**src/rtl/i2c_pkg.sv**
```systemverilog
// Shared I2C engine definitions: command codes, engine states,
// byte geometry and small command-decode helpers.
package i2c_pkg;

  localparam int I2C_BITS_PER_BYTE = 8;

  localparam logic [2:0] I2C_CMD_RECV_ACK  = 3'b010;
  localparam logic [2:0] I2C_CMD_RECV_NACK = 3'b011;
  localparam logic [2:0] I2C_CMD_CHECK_ACK = 3'b111;

  typedef enum logic [2:0] {
    ST_IDLE,
    ST_LOW,
    ST_HIGH,
    ST_DONE,
    ST_REARM
  } i2c_state_t;

  function automatic logic i2c_cmd_legal(
    input logic [2:0] cmd
  );
    logic ok;
    ok = 1'b0;
    unique case (1'b1)
      (cmd == I2C_CMD_RECV_ACK):  ok = 1'b1;
      (cmd == I2C_CMD_RECV_NACK): ok = 1'b1;
      (cmd == I2C_CMD_CHECK_ACK): ok = 1'b1;
      default:                    ok = 1'b0;
    endcase
    return ok;
  endfunction

  // Index of the final bit slot: 8 data bits plus
  // the ACK slot for receives, a single slot for CHECK_ACK.
  function automatic logic [3:0] i2c_last_bit(
    input logic [2:0] cmd
  );
    if (cmd == I2C_CMD_CHECK_ACK)
      return 4'd0;
    return 4'(I2C_BITS_PER_BYTE);
  endfunction

endpackage

```
**src/rtl/i2c_bit_timer.sv**
```systemverilog
// SCL phase timer: counts 2*QUARTER cycles per half bit.
// Ports: clock, reset, run, hold, high_phase -> phase_done, sample_now.
module i2c_bit_timer #(
  parameter int unsigned QUARTER = 4
) (
  input  logic clock,
  input  logic reset,
  input  logic run,
  input  logic hold,
  input  logic high_phase,
  output logic phase_done,
  output logic sample_now
);

  localparam int unsigned CW = $clog2(2 * QUARTER);
  localparam logic [CW-1:0] LAST = CW'(2 * QUARTER - 1);
  localparam logic [CW-1:0] MID  = CW'(QUARTER - 1);

  logic [CW-1:0] cnt;
  logic          step;

  // A held cycle (stretch) neither advances nor samples.
  assign step       = run && !hold;
  assign phase_done = step && (cnt == LAST);
  assign sample_now = step && high_phase && (cnt == MID);

  always_ff @(posedge clock) begin
    if (reset || !run)
      cnt <= '0;
    else if (step)
      cnt <= phase_done ? '0 : cnt + CW'(1);
  end

endmodule

```
**src/rtl/i2c_master_read_byte.sv**
```systemverilog
// I2C master receive engine: reads a byte MSB-first then ACK/NACK,
// or samples one slave ACK. Ports: clock, reset, go, command,
// sda_in, scl_in -> scl, sda_oe, data, ack_received, busy,
// finish, error.
module i2c_master_read_byte
  import i2c_pkg::*;
#(
  parameter int unsigned QUARTER = 4
) (
  input  logic       clock,
  input  logic       reset,
  input  logic       go,
  input  logic [2:0] command,
  input  logic       sda_in,
  input  logic       scl_in,
  output logic       scl,
  output logic       sda_oe,
  output logic [7:0] data,
  output logic       ack_received,
  output logic       busy,
  output logic       finish,
  output logic       error
);

  i2c_state_t state;
  logic [2:0] cmd;
  logic [3:0] bit_cnt;
  logic [7:0] shift;
  logic       busy_r;
  logic       accept;
  logic       run;
  logic       hold;
  logic       in_high;
  logic       phase_done;
  logic       sample_now;

  // busy covers the acceptance cycle itself, before the
  // registered flag can rise.
  assign accept  = (state == ST_IDLE) && go && !reset;
  assign busy    = busy_r || accept;

  assign in_high = (state == ST_HIGH);
  assign run     = (state == ST_LOW) || in_high;
  // Slave holds SCL low after we released it.
  assign hold    = in_high && scl && !scl_in;

  i2c_bit_timer #(
    .QUARTER (QUARTER)
  ) u_timer (
    .clock      (clock),
    .reset      (reset),
    .run        (run),
    .hold       (hold),
    .high_phase (in_high),
    .phase_done (phase_done),
    .sample_now (sample_now)
  );

  always_ff @(posedge clock) begin
    if (reset) begin
      state        <= ST_IDLE;
      cmd          <= 3'b000;
      bit_cnt      <= 4'd0;
      shift        <= 8'h00;
      busy_r       <= 1'b0;
      scl          <= 1'b1;
      sda_oe       <= 1'b0;
      data         <= 8'h00;
      ack_received <= 1'b0;
      finish       <= 1'b0;
      error        <= 1'b0;
    end else begin
      finish <= 1'b0;
      error  <= 1'b0;
      unique case (state)
        ST_IDLE: begin
          if (go) begin
            busy_r  <= 1'b1;
            cmd     <= command;
            bit_cnt <= 4'd0;
            shift   <= 8'h00;
            if (i2c_cmd_legal(command)) begin
              state <= ST_LOW;
              scl   <= 1'b0;
            end else begin
              state  <= ST_DONE;
              finish <= 1'b1;
              error  <= 1'b1;
            end
          end
        end

        ST_LOW: begin
          if (phase_done) begin
            state <= ST_HIGH;
            scl   <= 1'b1;
          end
        end

        ST_HIGH: begin
          if (sample_now) begin
            if (cmd == I2C_CMD_CHECK_ACK)
              ack_received <= ~sda_in;
            else if (bit_cnt < 4'(I2C_BITS_PER_BYTE))
              shift <= {shift[6:0], sda_in};
          end
          if (phase_done) begin
            // Bus is left held low between operations.
            scl <= 1'b0;
            if (bit_cnt == i2c_last_bit(cmd)) begin
              state  <= ST_DONE;
              finish <= 1'b1;
              if (cmd != I2C_CMD_CHECK_ACK)
                data <= shift;
            end else begin
              state   <= ST_LOW;
              bit_cnt <= bit_cnt + 4'd1;
              // Drive ACK from the first low cycle of the ACK slot.
              if ((cmd == I2C_CMD_RECV_ACK) &&
                  (bit_cnt == 4'(I2C_BITS_PER_BYTE - 1)))
                sda_oe <= 1'b1;
            end
          end
        end

        ST_DONE: begin
          state  <= ST_REARM;
          busy_r <= 1'b0;
          sda_oe <= 1'b0;
        end

        ST_REARM: begin
          if (!go)
            state <= ST_IDLE;
        end

        default: begin
          state <= ST_IDLE;
        end
      endcase
    end
  end

endmodule

```
**config.mk**
```make
export PLATFORM = sky130hd
export DESIGN_NAME = i2c_master_read_byte
export DESIGN_NICKNAME = d
export VERILOG_FILES = /design/src/rtl/i2c_pkg.sv /design/src/rtl/i2c_bit_timer.sv /design/src/rtl/i2c_master_read_byte.sv
export SDC_FILE = /design/constraint.sdc
export NUM_CORES = 1
export LEC_CHECK = 0
export BUFFER_PORTS_ARGS = -buffer_cell sky130_fd_sc_hd__buf_4
export CELL_PAD_IN_SITES_DETAIL_PLACEMENT = 2
export CELL_PAD_IN_SITES_GLOBAL_PLACEMENT = 2
export CORE_MARGIN = 1
export CORE_UTILIZATION = 34
export DETAILED_ROUTE_END_ITERATION = 7
export GPL_TIMING_DRIVEN = 0
export PLACE_DENSITY_LB_ADDON = 0.25
export SLEW_MARGIN = 30
export SYNTH_ARGS = -nofsm -noshare
export SYNTH_HDL_FRONTEND = slang
export SYNTH_SLANG_ARGS = --single-unit
export TNS_END_PERCENT = 50
```
**constraint.sdc**
```tcl
create_clock -name clock -period 2 [get_ports clock]
set_input_delay 0.2 -clock clock [delete_from_list [all_inputs] [get_ports clock]]
set_output_delay 0.2 -clock clock [all_outputs]
set_load 0.02 [all_outputs]
```
==> results of run 1 <==
==> cell usage in the layout, fill, tap and decap left out, types with 2 or more instances in the layout <==
master,count
dfxtp_1,35
nand2_1,30
buf_4,22
mux2i_1,17
nand3_1,14
a21oi_1,12
inv_1,7
clkbuf_1,7
nor2_1,6
clkbuf_8,5
or3_1,4
ha_1,4
nand2b_1,3
and3_1,3
and2_1,3
o31ai_1,3
buf_2,2
nor2b_1,2
xnor2_1,2
or2_0,2
a2111oi_0,2
a31oi_1,2
nand3b_1,2
==> how the worst max path moves through the flow <==
stage              startpoint    endpoint  slack, ns  depth (start not counted)
6_report       u_timer.cnt[0]     data[4]       0.05                          6
5_1_grt        u_timer.cnt[0]  bit_cnt[1]      -0.04                          6
4_1_cts            bit_cnt[0]     data[7]     -0.002                          6
3_5_place_dp   u_timer.cnt[0]  bit_cnt[1]      -0.13                          6
3_3_place_gp   u_timer.cnt[0]  bit_cnt[1]      -0.02                          6
2_1_floorplan  u_timer.cnt[0]     data[2]       0.39                          6
==> synth_stat cells, drive strengths merged (2+ instances only) <==
library cell	number
a2111oi	2
a21oi	13
a31oi	2
and2	3
and3	3
buf	3
clkbuf	8
dfxtp	35
ha	5
inv	7
mux2i	18
nand2	30
nand2b	3
nand3	15
nand3b	2
nor2	7
nor2b	3
nor3	2
nor3b	2
nor4b	2
o21ai	3
o311ai	2
o31ai	3
or2	3
or3	4
xnor2	2
==> stage by stage <==
step | instances | util (%) | hold WS, ns | worst slack [ns]
6_report | 293 | 43.9 | 0.172 | 0.0528
5_1_grt | 293 | 43.9 | 0.178 | -0.0424
4_1_cts | 293 | 43.5 | 0.166 | -0.00233
3_5_place_dp | 286 | 41.0 | 0.460 | -0.129
3_3_place_gp | 286 | 41.0 | 0.444 | -0.0163
2_1_floorplan | 198 | - | 0.308 | 0.386
==> sequential cells by signal, summed over array words and instances (netlist names), 3 cells and up <==
register,flops
bit_cnt,4
u_timer.cnt,3
shift,8
data,8
cmd,3
state,3
==> final cells by class <==
type	count	area [sq um]
Buffer	11	48.8
Inverter	7	26.3
Fill cell	544	2720
Multi-Input combinational cell	145	1010
Tap cell	67	83.8
Sequential cell	35	701
Clock inverter	2	37.5
Timing Repair Buffer	21	158
Clock buffer	5	68.8
==> per-layer routing <==
metal,GRT usage (%),part of all wire (%)
met5,0,0
met4,10.7,2.0
met3,4.39,3.3
met2,41.5,53
met1,26.8,42
==> worst max-delay path, cell delays in order (launching register included) <==
cell and delay [ns]:
dfxtp_1 0.36, ha_1 0.20, ha_2 0.31, nand3_2 0.16, or3_1 0.41, clkbuf_1 0.18
mux2i_1 0.23
==> logic make-up after synthesis <==
| group | count (synthesis) | share of synthesized area (%) |
|---|---|---|
| AOI/OAI and AO/OA | 33 | 13.2 |
| xor gates and xnor gates | 2 | 1.00 |
| adders and majority gates | 5 | 3.58 |
| buffers and inverters | 18 | 4.30 |
| DFF | 35 | 40.1 |
| muxes | 18 | 10.5 |
| and+or+nand+nor | 87 | 27.3 |
==> where the power goes <==
part | total (mW) | switching, mW | internal [mW]
clock | 0.644 | 0.280 | 0.364
sequential | 0.796 | 0.0496 | 0.746
combinational | 0.543 | 0.350 | 0.193
total | 1.98 | 0.679 | 1.30
==> timing repair <==
action                                  4_1_cts  5_1_grt
setup buffers                                 0        0
resized for setup                             3        4
pin swaps                                     0        1
endpoints found under the setup margin       14       12
hold endpoints to repair                      0        0
==> results.tsv, run 1 <==
stage	metric	value	unit
die	rows	25	
clocking	htree_levels	2	
pwr	fin_total_pwr	1.98	mW
route	first_iter_violations	54	
clocking	clock-sinks	35	
timing	max_slew.worst_pin.slew	0.675	ns
final_layout	area_delta_synth_final	21.8	%
setup_path	startpoint_type	flip-flop	
global_route	grt_max_degree	12	
clocking	insertion_delay	0.30	ns
yosys	synth_flop_cell	dfxtp_1	
clocking	cts_buffers	5	
timing	rsz0062_at_grt	true	
yosys	synthTopCellsByArea	dfxtp_1 (40%), mux2i_1 (9.7%), nand2_1 (6.4%)	
yosys	yosysTopAreaCell	dfxtp_1	
die	start_util	36.1	%
setup_path	crit_required	2.21	ns
place	place_area	1990	sq um
yosys	avgSynthCellArea	8.83	sq um
route	totalWireLength	5780	microns
timing	setup_viol	0	
clocking	clock_path_buffers	2	
die	die_h	73.7	microns
route	drcViolationCount	0	
pwr	ir_worst_vdd	0.393	mV
global_route	overflow	0	
yosys	ys_async_sr_fraction	0	%
setup_path	arrival	2.15	ns
hold_path	whs_path_depth	3	
final_layout	nets	239	
setup_path	crit_path_end_kind	flip-flop	
die	die_w	73.7	microns
yosys	synth_top_area_share	40.1	%
place	port_buffers	21	
clocking	cts_tree	done	
final_layout	final_layout_size_suffix_gt1_share	19.0	%
setup_path	worstSetupPathType	reg -> reg	
timing	max_freq	0.514	GHz
route	drtPass1Iterations	4	
hold_path	hold-path-endpoint	cmd[0]	
place	hpwl	3970	microns
setup_path	reg2regPathDepth	6	
global_route	gr-usage-all-layers	23.3	%
yosys	yosys_warnings	0	
global_route	grt_pass1_vias	1790	
clocking	cts.hold.buffers_added	0	
timing	min_period	1.95	ns
yosys	synth_area	1750	sq um
route	wl_per_cell	19.7	microns
timing	fin_tns_setup	0	ns
route	drtAntennaViolNets	0	
pwr	power_leakage	0.840	nW
yosys	ys_ff_latch	35	
die	io_pins	22	
die	die_area	5430	sq um
timing	hold_viol_final	0	
yosys	syn_nets	211	
timing	max-slew-margin-rel	53.8	%
pwr	power.density	931	nW/um^2
final_layout	n_antenna_cell	0	
die	coreArea	4850	sq um
setup_path	reg2reg_slack	0.05	ns
yosys	yosysUniqueCellTypes	53	
global_route	grt_pass1_wl	9280	microns
timing	finalCritPeriodShare	97.4	%
yosys	postSynthCellCount	198	
yosys	synth-edff-count	0	
place	place_congestion	0.824	
route	dr_total_vias	1598	
clocking	cts.clk_slew.worst_paths	0.08	ns
outcome	outcome	completed	
yosys	seq_area_frac_synth	40.1	%
setup_path	crit_fanout	7	
final_layout	design_area	2130	sq um
hold_path	worstHoldStart	command[0]	
timing	clock_skew	0.00986	ns
global_route	antenna_found_initial	0	
job	max_cap_viol_count	0	
hold_path	min_path_type	in -> reg	
timing	slew_viol_final	0	
setup_path	r2r-start	u_timer.cnt[0]	
clocking	cts.root.buffer_cell	clkbuf_8	
setup_path	r2r-end	data[4]	
route	vias_per_cell	5.45	
Power figures use the tool's default switching activity.
==> run 2, diff against run 1 <==
- CORE_ASPECT_RATIO: not set -> 1.75
- SKIP_LAST_GASP: not set -> 1
==> run 2 against run 1 <==
  * Register-to-register slack got worse by 0.02 ns
  * Maximum frequency decreased by 1.3%
  * Critical path depth unchanged
  * Highest routed layer unchanged
  * Largest cell class unchanged
==> results.tsv, run 2 (synthesized netlist as in run 1, its figures left out) <==
stage	metric	value	unit	change
timing	max_slew.worst_pin.slew	0.687	ns	+0.0118 ns
place	port_buffers	21		unchanged
final_layout	final_layout_size_suffix_gt1_share	19.2	%	+0.19 points
setup_path	slowest_delay	0.38	ns	-0.03 ns
hold_path	min_path_type	in -> reg		
clocking	cts.root.buffer_cell	clkbuf_8		
timing	max_freq	0.507	GHz	-1.3%
global_route	grt_pass1_wl	9360	microns	+0.89%
final_layout	nets	241		+0.84%
timing	finalCritPeriodShare	98.6	%	+1.2 points
route	drcViolationCount	0		unchanged
pwr	power_leakage	0.847	nW	+0.82%
timing	postLayoutSetupSlackWorst	0.0278	ns	-0.0249 ns
place	pre_cts_slack	-0.186	ns	-0.0577 ns
global_route	grt_max_degree	13		+1
timing	rsz0062_at_grt	true		
die	die_h	96.9	microns	+31%
setup_path	crit_family	compound AO/OA/AOI/OAI gates		
pwr	fin_total_pwr	1.99	mW	+0.54%
route	first_iter_violations	23		-57%
setup_path	crit_required	2.17	ns	-0.04 ns
clocking	clock-sinks	35		unchanged
final_layout	area_delta_synth_final	21.5	%	
clocking	cts.hold.buffers_added	0		unchanged
final_layout	n_antenna_cell	0		unchanged
setup_path	path_cells	ha_1 -> ha_2 -> inv_1 -> o21ai_2 -> nand2_1 -> o41ai_1		
timing	fin_tns_setup	0	ns	unchanged
setup_path	worstSetupPathType	reg -> reg		
job	max_cap_viol_count	0		unchanged
timing	setup_viol	0		unchanged
die	die_area	5440	sq um	+0.21%
final_layout	final_cell_mix	dfxtp_1 (35), nand2_1 (30), buf_4 (24), mux2i_1 (17), nand3_1 (15)		
route	vias_per_cell	5.78		+5.9%
die	rows	34		+36%
clocking	insertion_delay	0.29	ns	about the same
timing	slew_viol_final	0		unchanged
route	drtPass1Iterations	4		unchanged
global_route	overflow	0		unchanged
place	hpwl	4360	microns	+9.9%
setup_path	crit_buf_inv	1		unchanged
final_layout	nFillCells	557		+2.4%
global_route	gr-usage-all-layers	22.1	%	-1.2 points
timing	clock_skew	0.00772	ns	-0.00214 ns
timing	max-slew-margin-rel	53.0	%	-0.80 points
route	dr_total_vias	1635		+2.3%
setup_path	slowest_stage	o41ai_1		
clocking	cts_buffers	5		unchanged
outcome	outcome	completed		
clocking	clock_path_buffers	2		unchanged
global_route	grt_pass1_vias	1862		+4.0%
die	coreArea	4980	sq um	+2.7%
global_route	antenna_found_initial	0		unchanged
route	totalWireLength	5550	microns	-4.1%
setup_path	arrival	2.14	ns	about the same
final_layout	final_common_cell	dfxtp_1		
route	wl_per_cell	19.6	microns	-0.71%
setup_path	startpoint_type	flip-flop		
clocking	cts.clk_slew.worst_paths	0.08	ns	about the same
die	start_util	35.1	%	-0.93 points
setup_path	crit_path_end_kind	flip-flop		
clocking	htree_levels	2		unchanged
pwr	ir_worst_vdd	0.498	mV	+27%
pwr	power.density	939	nW/um^2	+0.84%
timing	min_period	1.97	ns	+0.0249 ns
place	place_congestion	0.831		+0.83%
timing	hold_viol_final	0		unchanged
route	drtAntennaViolNets	0		unchanged
final_layout	top_regs	data x8, shift x8, bit_cnt x4		
die	die_w	56.2	microns	-24%
setup_path	crit_fanout	7		unchanged
setup_path	reg2reg_slack	0.03	ns	-0.02 ns
die	io_pins	22		unchanged
clocking	cts_tree	done		
## run 2: final cells by class
cell class	count	area, sq um	area share (%)
multi-input combinational	145	995	46.8
clock buffer	5	68.8	3.24
tap	54	67.6	3.18
buffer	11	48.8	2.30
inverter	7	26.3	1.24
timing repair buffer	23	173	8.13
clock inverter	3	43.8	2.06
sequential	35	701	33.0
## run 2: through the flow
stage | util, % | hold slack (ns) | cell area (sq um) | cells
floorplan | - | 0.308 | 1750 | 198
global placement | 39.6 | 0.445 | 1970 | 273
detailed placement | 39.6 | 0.461 | 1970 | 273
CTS | 42.3 | 0.162 | 2100 | 281
global route | 42.7 | 0.172 | 2120 | 283
finish | 42.7 | 0.165 | 2120 | 283
## run 2: final timing paths
check,from,end,cells past startpoint
worst max-delay path,u_timer.cnt[0],bit_cnt[1],6
worst max register to register,u_timer.cnt[0],bit_cnt[1],6
worst min-delay path,command[2],cmd[2],3
worst min register to register,data[1],data[1],2
## run 2: layer usage
metal	GRT usage, %	vias up	share of wire [%]
met5	0	-	0
met2	43.4	29	58
met4	10.3	0	3.3
li1	-	770	-
met1	21.6	822	36
met3	2.94	14	2.3
## run 2: where the power goes
part | internal, mW | leakage, nW | switching [mW]
Clock | 0.371 | 0.0581 | 0.278
Sequential | 0.746 | 0.284 | 0.0476
Combinational | 0.204 | 0.505 | 0.348
Total | 1.32 | 0.847 | 0.673
## run 2: what timing repair did
| action | 4_1_cts | 5_1_grt |
|---|---|---|
| resized for setup | 3 | 2 |
| endpoints found under the setup margin | 8 | 14 |
| pin swaps | 0 | 1 |
| buffers inserted | 0 | 2 |
## run 2: tightest hold or removal path: cells and delay by family
family / cells / cell delay [ns]
buffers and inverters: 1 / 0.11
AND/OR/NAND/NOR: 1 / 0.05
AO/OA/AOI/OAI: 1 / 0.05
==> run 3, diff against run 2 <==
- GPL_TIMING_DRIVEN: 0 -> not set
==> run 3 against run 2 <==
  * Count of clock-buffer cells in the layout did not move
  * Clock skew rose by 0.00097 ns
  * Non-clock buffer count shrank 4
  * Sequential share of layout area increased by 0.59 points
  * Via count is 3.4% lower
  * Final cell count decreased by 1.4%
  * Global-route usage is 1.6 points lower
  * Sequential power grew 3.0%
  * Critical endpoint is now state[1]
  * Highest routed layer unchanged
==> results.tsv, run 3 (synthesized netlist as in run 1, its figures left out) <==
stage	metric	value	unit	change
global_route	grt_max_degree	17		+4
hold_path	min_path_type	in -> reg		
die	coreArea	4980	sq um	unchanged
pwr	fin_total_pwr	1.85	mW	-7.2%
route	dr_total_vias	1580		-3.4%
die	rows	34		unchanged
global_route	overflow	0		unchanged
global_route	grt_pass1_vias	1822		-2.1%
final_layout	final_cell_mix	dfxtp_1 (35), nand2_1 (30), buf_4 (30), mux2i_1 (17), nand3_1 (15)		
final_layout	top_regs	data x8, shift x8, bit_cnt x4		
die	start_util	35.1	%	unchanged
clocking	cts.root.buffer_cell	clkbuf_8		
clocking	clock_path_buffers	2		unchanged
clocking	cts_tree	done		
die	die_area	5440	sq um	unchanged
setup_path	crit_required	2.16	ns	about the same
route	drtPass1Iterations	4		unchanged
pwr	power_leakage	0.819	nW	-3.2%
place	pre_cts_slack	-0.000864	ns	+0.185 ns
die	die_h	96.9	microns	unchanged
job	max_cap_viol_count	0		unchanged
timing	hold_viol_final	0		unchanged
place	placed_cells	271		-0.73%
final_layout	n_antenna_cell	0		unchanged
setup_path	worstSetupPathType	reg -> reg		
timing	min_period	1.93	ns	-0.0413 ns
global_route	grt_pass1_wl	8740	microns	-6.7%
die	die_w	56.2	microns	unchanged
final_layout	final_layout_size_suffix_gt1_share	20.4	%	+1.2 points
place	hpwl	3990	microns	-8.4%
timing	rsz0062_at_grt	true		
clocking	cts_resized	1		-2
timing	slew_viol_final	0		unchanged
clocking	cts.clk_slew.worst_paths	0.08	ns	about the same
final_layout	nFillCells	564		+1.3%
route	totalWireLength	5100	microns	-8.0%
clocking	insertion_delay	0.29	ns	about the same
clocking	postCtsSetupRepairBufs	0		unchanged
timing	max-slew-margin-rel	54.8	%	+1.7 points
setup_path	arrival	2.09	ns	-0.05 ns
timing	setup_viol	0		unchanged
route	first_iter_violations	33		+43%
outcome	outcome	completed		
setup_path	crit_path_end_kind	flip-flop		
timing	clock_skew	0.00868	ns	+0.000967 ns
pwr	power.density	887	nW/um^2	-5.6%
setup_path	crit_fanout	7		unchanged
place	place_area	1990	sq um	+0.95%
timing	max_freq	0.518	GHz	+2.1%
clocking	cts_buffers	5		unchanged
route	drcViolationCount	0		unchanged
place	port_buffers	21		unchanged
setup_path	startpoint_type	flip-flop		
global_route	antenna_found_initial	0		unchanged
final_layout	instances_no_fill	279		-1.4%
final_layout	fin_util	41.9	%	-0.75 points
timing	max_slew.worst_pin.slew	0.661	ns	-0.0255 ns
clocking	htree_levels	2		unchanged
clocking	cts.hold.buffers_added	0		unchanged
timing	fin_tns_setup	0	ns	unchanged
final_layout	multi_input_area	977	sq um	-1.8%
pwr	ir_worst_vdd	0.486	mV	-2.5%
final_layout	final_common_cell	dfxtp_1		
route	vias_per_cell	5.66		-2.0%
route	drtAntennaViolNets	0		unchanged
timing	postLayoutSetupSlackWorst	0.0691	ns	+0.0413 ns
clocking	clock-sinks	35		unchanged
die	io_pins	22		unchanged
final_layout	area_delta_synth_final	19.3	%	
timing	hold_ws	0.168	ns	+0.00238 ns
route	wl_per_cell	18.3	microns	-6.7%
final_layout	nets	237		-1.7%
timing	finalCritPeriodShare	96.5	%	-2.1 points
place	place_congestion	0.794		-4.4%
final_layout	design_area	2090	sq um	-1.8%
final_layout	regArea	701	sq um	unchanged
global_route	gr-usage-all-layers	20.5	%	-1.6 points
## run 3: changes by cell type in the layout (fill, tap and decap cells not counted), sizes merged
cell,change
buf,+4
clkinvlp,+2
clkinv,-1
bufinv,-1
clkbuf,-8
## run 3: final cells by class
class                           count  share of cell area (%)
Multi-Input combinational cell    145                    46.9
Inverter                            7                    1.26
Timing Repair Buffer               30                    10.8
Sequential cell                    35                    33.6
Clock buffer                        5                    3.30
Clock inverter                      3                   0.960
Tap cell                           54                    3.24
## run 3: worst paths after layout
check                               startpoint        to  slack [ns]  depth (start not counted)
worst max-delay path            u_timer.cnt[0]  state[1]        0.07                          5
worst min-delay path                command[1]    cmd[1]        0.17                          3
worst max register to register  u_timer.cnt[0]  state[1]        0.07                          5
worst min register to register         data[2]   data[2]        0.46                          2
## run 3: critical path, stage by stage (launching register included)
cell       delay (ns)
dfxtp_1          0.33
ha_1             0.23
ha_1             0.28
a2111oi_0        0.67
a2111o_1         0.20
a31oi_1          0.09
## run 3: power by group
group / leakage [nW] / switching, mW / total, mW / internal (mW)
sequential: 0.284 / 0.0709 / 0.817 / 0.746
clock: 0.0402 / 0.282 / 0.524 / 0.242
combinational: 0.495 / 0.302 / 0.508 / 0.206
total: 0.819 / 0.655 / 1.85 / 1.19
## run 3: routing by layer
| metal | wire length (microns) | vias up | global-route usage, % |
|---|---|---|---|
| met5 | 0 | - | 0 |
| met4 | 249 | 0 | 12.2 |
| met3 | 103 | 18 | 3.21 |
| met2 | 2890 | 28 | 38.6 |
| met1 | 1860 | 774 | 20.2 |
| li1 | - | 760 | - |
